==> src/rtl/game_ctrl.sv <==
// Tic-tac-toe referee: owns the board, alternates move requests between the
// FPGA move generator (X) and the user (O), rejects illegal moves, reports results.
module game_ctrl #(
  parameter bit FPGA_FIRST = 1'b1
) (
  input  logic        i_clk,
  input  logic        i_reset,
  input  logic        i_newgame,
  output logic [17:0] o_board,
  output logic [1:0]  o_result,
  output logic        o_isdraw,
  output logic        o_result_stb,
  output logic        o_needinput,
  input  logic        i_busy,
  input  logic [3:0]  i_move,
  input  logic        i_validmove_stb,
  output logic        o_fpga_req,
  input  logic [3:0]  i_fpga_move,
  input  logic        i_fpga_move_stb
);

  typedef enum logic [2:0] {
    START   = 3'd0,
    X_WAIT  = 3'd1,
    X_CHECK = 3'd2,
    O_WAIT  = 3'd3,
    O_CHECK = 3'd4,
    DONE    = 3'd5
  } state_t;

  localparam logic [1:0] MARK_O = 2'b01;
  localparam logic [1:0] MARK_X = 2'b10;

  state_t      state, state_nxt;
  logic [3:0]  mv_p0, mv_d;
  logic [3:0]  cnt_p0, cnt_d;
  logic        fin_p0, fin_d;
  logic [17:0] board_d;
  logic [1:0]  result_d;
  logic        isdraw_d;
  logic        fpga_req_d;
  logic        needinput_d;

  logic [1:0]  mark;
  logic        occupied;
  logic        legal;
  logic        win;
  logic [17:0] board_upd;
  logic [3:0]  cnt_inc;

  // Square n occupies bits [19-2n:18-2n], so square i+1 sits at [17-2i -: 2].
  function automatic logic line_win(input logic [17:0] b, input logic [1:0] m);
    logic [8:0] h;
    for (int i = 0; i < 9; i++) h[i] = (b[17-2*i -: 2] == m);
    return (h[0] & h[1] & h[2]) | (h[3] & h[4] & h[5]) | (h[6] & h[7] & h[8]) |
           (h[0] & h[3] & h[6]) | (h[1] & h[4] & h[7]) | (h[2] & h[5] & h[8]) |
           (h[0] & h[4] & h[8]) | (h[2] & h[4] & h[6]);
  endfunction

  // Latched move against the current board: legality and the post-move board.
  always_comb begin
    mark      = (state == X_CHECK) ? MARK_X : MARK_O;
    occupied  = 1'b0;
    board_upd = o_board;
    for (int i = 0; i < 9; i++) begin
      if (mv_p0 == 4'(i + 1)) begin
        occupied               = |o_board[17-2*i -: 2];
        board_upd[17-2*i -: 2] = mark;
      end
    end
    legal   = (mv_p0 >= 4'd1) && (mv_p0 <= 4'd9) && !occupied;
    win     = line_win(board_upd, mark);
    cnt_inc = cnt_p0 + 4'd1;
  end

  always_ff @(posedge i_clk or posedge i_reset) begin
    if (i_reset) state <= START;
    else         state <= state_nxt;
  end

  always_comb begin
    state_nxt = state;
    case (state)
      START:   state_nxt = FPGA_FIRST ? X_WAIT : O_WAIT;
      X_WAIT:  if (i_fpga_move_stb) state_nxt = X_CHECK;
      O_WAIT:  if (i_validmove_stb) state_nxt = O_CHECK;
      X_CHECK: begin
        if (!legal)                 state_nxt = X_WAIT;
        else if (win)               state_nxt = DONE;
        else if (cnt_inc == 4'd9)   state_nxt = DONE;
        else                        state_nxt = O_WAIT;
      end
      O_CHECK: begin
        if (!legal)                 state_nxt = O_WAIT;
        else if (win)               state_nxt = DONE;
        else if (cnt_inc == 4'd9)   state_nxt = DONE;
        else                        state_nxt = X_WAIT;
      end
      DONE:    if (i_newgame) state_nxt = START;
      default: state_nxt = START;
    endcase
  end

  // Requests track the next state so they drop on the strobe edge and rise on the CHECK edge.
  always_comb begin
    board_d     = o_board;
    cnt_d       = cnt_p0;
    result_d    = o_result;
    isdraw_d    = o_isdraw;
    mv_d        = mv_p0;
    fpga_req_d  = (state != START) && (state_nxt == X_WAIT);
    needinput_d = (state != START) && (state_nxt == O_WAIT) && !i_busy;
    fin_d       = ((state == X_CHECK) || (state == O_CHECK)) && (state_nxt == DONE);
    case (state)
      START: begin
        board_d  = '0;
        cnt_d    = '0;
        result_d = 2'd0;
        isdraw_d = 1'b0;
      end
      X_WAIT: if (i_fpga_move_stb) mv_d = i_fpga_move;
      O_WAIT: if (i_validmove_stb) mv_d = i_move;
      X_CHECK, O_CHECK: begin
        if (legal) begin
          board_d = board_upd;
          cnt_d   = cnt_inc;
          if (win)                  result_d = (state == X_CHECK) ? 2'd1 : 2'd2;
          else if (cnt_inc == 4'd9) isdraw_d = 1'b1;
        end
      end
      default: ;
    endcase
  end

  always_ff @(posedge i_clk or posedge i_reset) begin
    if (i_reset) begin
      o_board      <= '0;
      o_result     <= 2'd0;
      o_isdraw     <= 1'b0;
      o_result_stb <= 1'b0;
      o_needinput  <= 1'b0;
      o_fpga_req   <= 1'b0;
      mv_p0        <= '0;
      cnt_p0       <= '0;
      fin_p0       <= 1'b0;
    end else begin
      o_board      <= board_d;
      o_result     <= result_d;
      o_isdraw     <= isdraw_d;
      o_result_stb <= fin_p0;
      o_needinput  <= needinput_d;
      o_fpga_req   <= fpga_req_d;
      mv_p0        <= mv_d;
      cnt_p0       <= cnt_d;
      fin_p0       <= fin_d;
    end
  end

endmodule

==> config.mk <==
export PLATFORM = sky130hd
export DESIGN_NAME = game_ctrl
export DESIGN_NICKNAME = d
export VERILOG_FILES = /design/src/rtl/game_ctrl.sv
export SDC_FILE = /design/constraint.sdc
export NUM_CORES = 1
export LEC_CHECK = 0
export BUFFER_PORTS_ARGS = -buffer_cell sky130_fd_sc_hd__buf_2
export CAP_MARGIN = 20
export CORE_MARGIN = 2
export CORE_UTILIZATION = 52
export DETAILED_ROUTE_END_ITERATION = 16
export GPL_ROUTABILITY_DRIVEN = 0
export PLACE_DENSITY = 0.77
export SYNTH_ARGS = -nofsm -noshare
export SYNTH_HDL_FRONTEND = slang
export SYNTH_SLANG_ARGS = --single-unit
export TNS_END_PERCENT = 5
==> constraint.sdc <==
create_clock -name i_clk -period 2.3 [get_ports i_clk]
set_input_delay 0.115 -clock i_clk [delete_from_list [all_inputs] [get_ports i_clk]]
set_output_delay 0.115 -clock i_clk [all_outputs]
set_load 0.02 [all_outputs]
* Word level (Yosys, flattened, before mapping)
Index checks and enable logic that the tools add are counted.
Storage, ports and cells: bits in read-only memories 0, bits of input ports 14, latch bits 0, memories 0, bits in writable memories 0, register bits 36, output and inout bits 24
Operators by class: bitwise operators 23, muxes and demuxes 44, order comparisons 2, $add $sub $neg 1, shift operators 0, div/mod/pow operators 0, equality and inequality tests 33, reduce and logical (&&, ||, !) cells 27, multiply operators 0
Operators by type and width (number):
- $pmux 18 s2 | 1
- $mux 3 | 9
- $mux 2 | 13
- $reduce_or 2->1 | 10
- $eq 2x2->1 | 9
- $mux 18 | 1
- $pmux 3 s6 | 1
- $and 1x1->1 | 16
- $eq 4x3->1 const B | 4
- $pmux 4 s2 | 2
- $eq 4x4->1 const B | 3
- $mux 1 | 12
- $mux 4 | 3
- $ne 2x2->1 const B | 6
- $eq 3x2->1 const B | 3
- $eq 3x3->1 const B | 3
- $eq 4x2->1 const B | 2
- $or 1x1->1 | 7
- $eq 3x1->1 const B | 2
- $logic_and 1x1->1 | 6
- $reduce_and 3->1 | 2
- $add 4x1->4 const B | 1
- $eq 4x1->1 const B | 1
- $ge 4x1->1 const B | 1
- other kinds (10) | 12

* Longest topological paths before layout
depth after elaboration 19, mapped depth 11, depth with buffers taken out 8

* Worst setup path before layout
Ideal clock, no wire load.
kind register to register, start point register state[2], end point register o_result[1], library setup time 0.126 ns, setup slack -0.113 ns, cell stages (with the launch flop) 12, arrival 2.286 ns, buffers on the path 3, data required time 2.174 ns, cells stage by stage dfrtp_1 -> buf_6 -> or3b_1 -> buf_2 -> buf_6 -> a221oi_2 -> o21bai_1 -> o2bb2ai_1 -> and4_4 -> and2_1 -> nor3_1 -> a311o_1
On the way: word-level cells in the longest chain between the ends 15, elaborated cells on any way between the ends 54, classes of those cells eq/ne: 13; mux: 14; bitwise: 23; reduce/logical: 4
Ends and longest elaborated chain:
- start, declared | RTL line 34 | state_t state, state_nxt;
- start signal, assigned | RTL line 78 | else state <= state_nxt;
- $eq 3x2->1 | RTL line 62, 114, 127
- $mux 2 | RTL line 62 | mark = (state == X_CHECK) ? MARK_X : MARK_O;
- $mux 2 | RTL line 66 | if (mv_p0 == 4'(i + 1)) begin
- $eq 2x2->1 | RTL line 54 | for (int i = 0; i < 9; i++) h[i] = (b[17-2*i -: 2] == m);
- $and 1x1->1 (2 in series) | RTL line 55 | return (h[0] & h[1] & h[2]) | (h[3] & h[4] & h[5]) | (h[6] & h[7] & h[8]) |
- $or 1x1->1 (3 in series) | RTL line 55
- $or 1x1->1 (3 in series) | RTL line 56 | (h[0] & h[3] & h[6]) | (h[1] & h[4] & h[7]) | (h[2] & h[5] & h[8]) |
- $or 1x1->1 | RTL line 57 | (h[0] & h[4] & h[8]) | (h[2] & h[4] & h[6]);
- $ne 2x2->1 (no line)
- $reduce_and 3->1 (no line)
- end signal, assigned | RTL line 148 | o_result <= result_d;
- end, declared | RTL line 10 | output logic [1:0] o_result,
Parallel ways exist; a longest one is shown, timed or not. The select of a mux whose other input is x is not followed. A chain may end at the register's enable or synchronous reset.

* Worst setup path after layout
start point register mv_p0[0], end point register o_needinput
On the way: word-level cells in the longest chain between the ends 18, elaborated cells on any way between the ends 72, classes of those cells order compare: 2; eq/ne: 19; mux: 23; bitwise: 23; reduce/logical: 5
Ends and longest elaborated chain:
- start, declared | RTL line 35 | logic [3:0] mv_p0, mv_d;
- start signal, assigned | RTL line 153 | mv_p0 <= mv_d;
- $eq 4x1->1, or another cell as far along | RTL line 66
- $mux 2 | RTL line 66
- $eq 2x2->1 | RTL line 54
- $and 1x1->1 (2 in series) | RTL line 55
- $or 1x1->1 (3 in series) | RTL line 55
- $or 1x1->1 (3 in series) | RTL line 56
- $or 1x1->1 | RTL line 57
- $mux 3 (on tied branches) | RTL line 95, 89
- $mux 3 (on tied branches) | RTL line 94, 88
- $pmux 3 s6 * | RTL line 83 | case (state)
- via state_nxt[1] | RTL line 34
- $eq 3x2->1 * | RTL line 112 | needinput_d = (state != START) && (state_nxt == O_WAIT) && !i_busy;
- $logic_and 1x1->1 * (2 in series) | RTL line 112
- via needinput_d | RTL line 42 | logic needinput_d;
- end signal, assigned | RTL line 151 | o_needinput <= needinput_d;
- end, declared | RTL line 13 | output logic o_needinput,
Mark *: on every way through the listed nets, which the timed path passes. The rest lies on a longest branch.

==> flow_summary.json <==
{
  "drive_gt1_share_pct": 34.2,
  "synthMuxAreaShare_pct": 5.59,
  "maxCapViolCount": 0,
  "htree_num_levels": 2,
  "tightest_slew_ns": 0.465,
  "synth_nets": 330,
  "setup_slack_ns": -0.0957,
  "slowest_delay_ns": 0.61,
  "grt_pass1_wl_um": 12300,
  "violations": "negative setup slack",
  "required_ns": 2.48,
  "final_antenna_net_count": 0,
  "start_util_pct": 53.9,
  "final_util_pct": 70.7,
  "synth-xor-area-share_pct": 0.347,
  "r2r_slack_ns": -0.1,
  "num_vias": 2759,
  "clkSlewWorstSetupHoldPaths_ns": 0.08,
  "setup_viol": 6,
  "fin_crit_ns": 2.40,
  "finalWirelength_um": 7840,
  "placedCellCount": 437,
  "cts_made_buffers": 5,
  "powerDensity_nw_per_um2": 1440,
  "post-route-period-util_pct": 104,
  "cts_root_buffer": "clkbuf_8",
  "die_h_um": 73.7,
  "drc_errors": 0,
  "dr.pass1.iters": 11,
  "fin_nets": 410,
  "cts.path.max_buffers": 2,
  "synth_warnings": 0,
  "grt_setup_unrepaired": "true",
  "syn2layout_area_growth_pct": 31.3,
  "routed_via_density": 6.14,
  "worstSetupEndpointType": "flop",
  "synth_adder_area_share_pct": 1.39,
  "stdcell_count": 449,
  "grt_pass1_vias": 2641,
  "postSynthCellCount": 314,
  "io_pins": 38,
  "worstSkewPairLatency_ns": 0.30,
  "avgSynthCellArea_sq_um": 8.05,
  "critPathLaunchType": "flop",
  "ys_ff_latch": 36,
  "leakage_uw": 0.00156,
  "status": "finished with violations",
  "async_flop_share_pct": 100,
  "max_clock_freq_ghz": 0.417,
  "synth_compound_area_share_pct": 24.3,
  "core_region_area_sq_um": 4690,
  "cp.arrival_ns": 2.58,
  "antenna_found_initial": 0,
  "critPathTopFamily": "simple AND/OR/NAND/NOR gates",
  "worstSetupPathType": "flop to flop",
  "setup_tns_ns": -0.355,
  "vdd_drop_max_mv": 0.902,
  "cts_tree": "yes",
  "die-area_sq_um": 5430,
  "track_usage_pct": 30.2,
  "hold_viol_final": 0,
  "synthSimpleGateAreaFrac_pct": 27.2,
  "overflow": 0,
  "cp_slowest_cell": "or4b_2",
  "slew_violations": 0,
  "synth_top_family_by_area": "simple AND/OR/NAND/NOR gates",
  "n_antenna_cell": 0,
  "synth_edf_count": 0,
  "synth.distinct_cells": 66,
  "ys.flop_type": "dfrtp_1",
  "dieWidth_um": 73.7,
  "crit_buf_inv": 1,
  "cp_max_fo": 7,
  "avgRoutedWirePerCell_um": 17.4,
  "relSlewSlack_pct": 68.7,
  "synthesis.area_sq_um": 2530,
  "p_total_uw": 4780,
  "num_rows": 25,
  "grt_max_degree": 37,
  "skew_ns": 0.00679,
  "drt_iter0_drc": 315,
  "ys_seq_area_share_pct": 35.6,
  "hpwl_um": 5610,
  "clock-sinks": 36,
  "port_buffers": 37,
  "cp_cell_sequence": "buf_4, or4b_2, o221ai_2, o21ai_1, o2bb2ai_1, and4_4, and3_4, a21o_4, o311a_1",
  "min_path_type": "input port to flop"
}
per-layer routing:
layer  wire length (um)  GRT usage (%)
met1               3100           35.5
met2               3980           50.6
met3                514           6.04
met4                237           17.8
met5                  0              0
timing repair:
| action | in CTS | in global routing |
|---|---|---|
| endpoints found under the setup margin | 8 | 22 |
| hold buffers | 1 | 0 |
| hold endpoints to repair | 36 | 0 |
| pin swaps | 13 | 5 |
| buffers inserted | 3 | 0 |
| resized for setup | 17 | 6 |
registers in the layout (all words and copies together), names as in the netlist:
name          cells
cnt_p0            4
fin_p0            1
mv_p0             4
o_board          18
o_fpga_req        1
o_isdraw          1
o_needinput       1
o_result          2
o_result_stb      1
state             3
through the flow:
step / setup WS, ns / instance area (sq um) / hold slack (ns)
after global placement: -0.112 / 3080 / 0.243
after global routing: -0.175 / 3320 / 0.0777
after floorplan: -0.0934 / 2540 / 0.271
after detailed placement: -0.171 / 3080 / 0.248
final: -0.0957 / 3320 / 0.0758
after CTS: -0.0621 / 3300 / 0.0633
kinds of logic after synthesis:
family / after synthesis
AND/OR/NAND/NOR: 134
AO/OA/AOI/OAI: 95
flip-flops: 36
buffers and inverters: 33
multiplexers: 12
adder cells (fa/ha/maj): 3
XOR/XNOR: 1
worst min-delay path: cells and delay by family:
kind,cells,cell delay [ns]
AO/OA/AOI/OAI,1,0.10
buffers and inverters,1,0.08
AND/OR/NAND/NOR,1,0.04
power breakdown:
part / leakage (uW) / internal (uW) / switching [uW] / total (uW)
combinational: 0.00103 / 1350 / 1770 / 3130
clock: 0.0000541 / 321 / 248 / 569
sequential: 0.000480 / 852 / 228 / 1080
total: 0.00156 / 2530 / 2250 / 4780
cells in the mapped netlist, types with 2 or more instances:
master,count,area (sq um)
and2_1,2,12.5
o21ai_0,34,170
a22oi_1,2,15.0
nor2_1,44,165
nor4b_1,2,17.5
nor3_1,9,45.0
buf_1,4,15.0
mux2_2,4,45.0
o211ai_1,6,45.0
dfrtp_1,36,901
nor2b_1,5,31.3
nand2b_1,12,75.1
clkbuf_1,11,41.3
nor3_2,2,20.0
or2_2,4,25.0
buf_6,2,22.5
nand2_1,30,113
a21oi_1,20,100
a21o_1,2,15.0
mux2i_1,6,60.1
nand3_1,5,25.0
o22ai_1,3,18.8
nor3b_1,2,15.0
or3_1,3,18.8
and3_1,2,12.5
inv_1,14,52.6
o21a_1,3,22.5
buf_2,2,10.0
ha_1,2,25.0
a31oi_1,5,31.3
placed cells by master, fill, tap and decap left out, types with 3 or more instances in the layout:
cell type and instances:
a21oi_1 20, a31oi_1 5, buf_2 37, buf_4 50
buf_6 4, clkbuf_8 5, dfrtp_1 36, inv_1 14
mux2_2 4, mux2i_1 5, nand2_1 28, nand2b_1 12
nand3_1 4, nor2_1 43, nor2b_1 5, nor3_1 7
nor3_2 4, o211ai_1 6, o21a_1 3, o21ai_0 33
or2_2 3, or3_1 3
layout make-up:
type | count | area [sq um]
clock buffer | 5 | 68.8
clock inverter | 3 | 42.5
multi-input combinational | 245 | 1570
fill | 369 | 1370
tap | 54 | 67.6
sequential | 36 | 901
inverter | 14 | 52.6
timing repair buffer | 92 | 616
final timing paths:
| check | from | end | cells after the start |
|---|---|---|---|
| setup / recovery | mv_p0[0]$_DFFE_PP0P_ | o_needinput$_DFF_PP0_ | 9 |
| hold / removal | i_busy | o_needinput$_DFF_PP0_ | 3 |
| setup reg to reg | mv_p0[0]$_DFFE_PP0P_ | o_needinput$_DFF_PP0_ | 9 |
| hold reg to reg | fin_p0$_DFF_PP0_ | o_result_stb$_DFF_PP0_ | 0 |
| max in group asynchronous | i_reset | o_board[11]$_DFFE_PP0P_ | 4 |
| min in group asynchronous | i_reset | o_result_stb$_DFF_PP0_ | 4 |
Power figures use the tool's default switching activity.
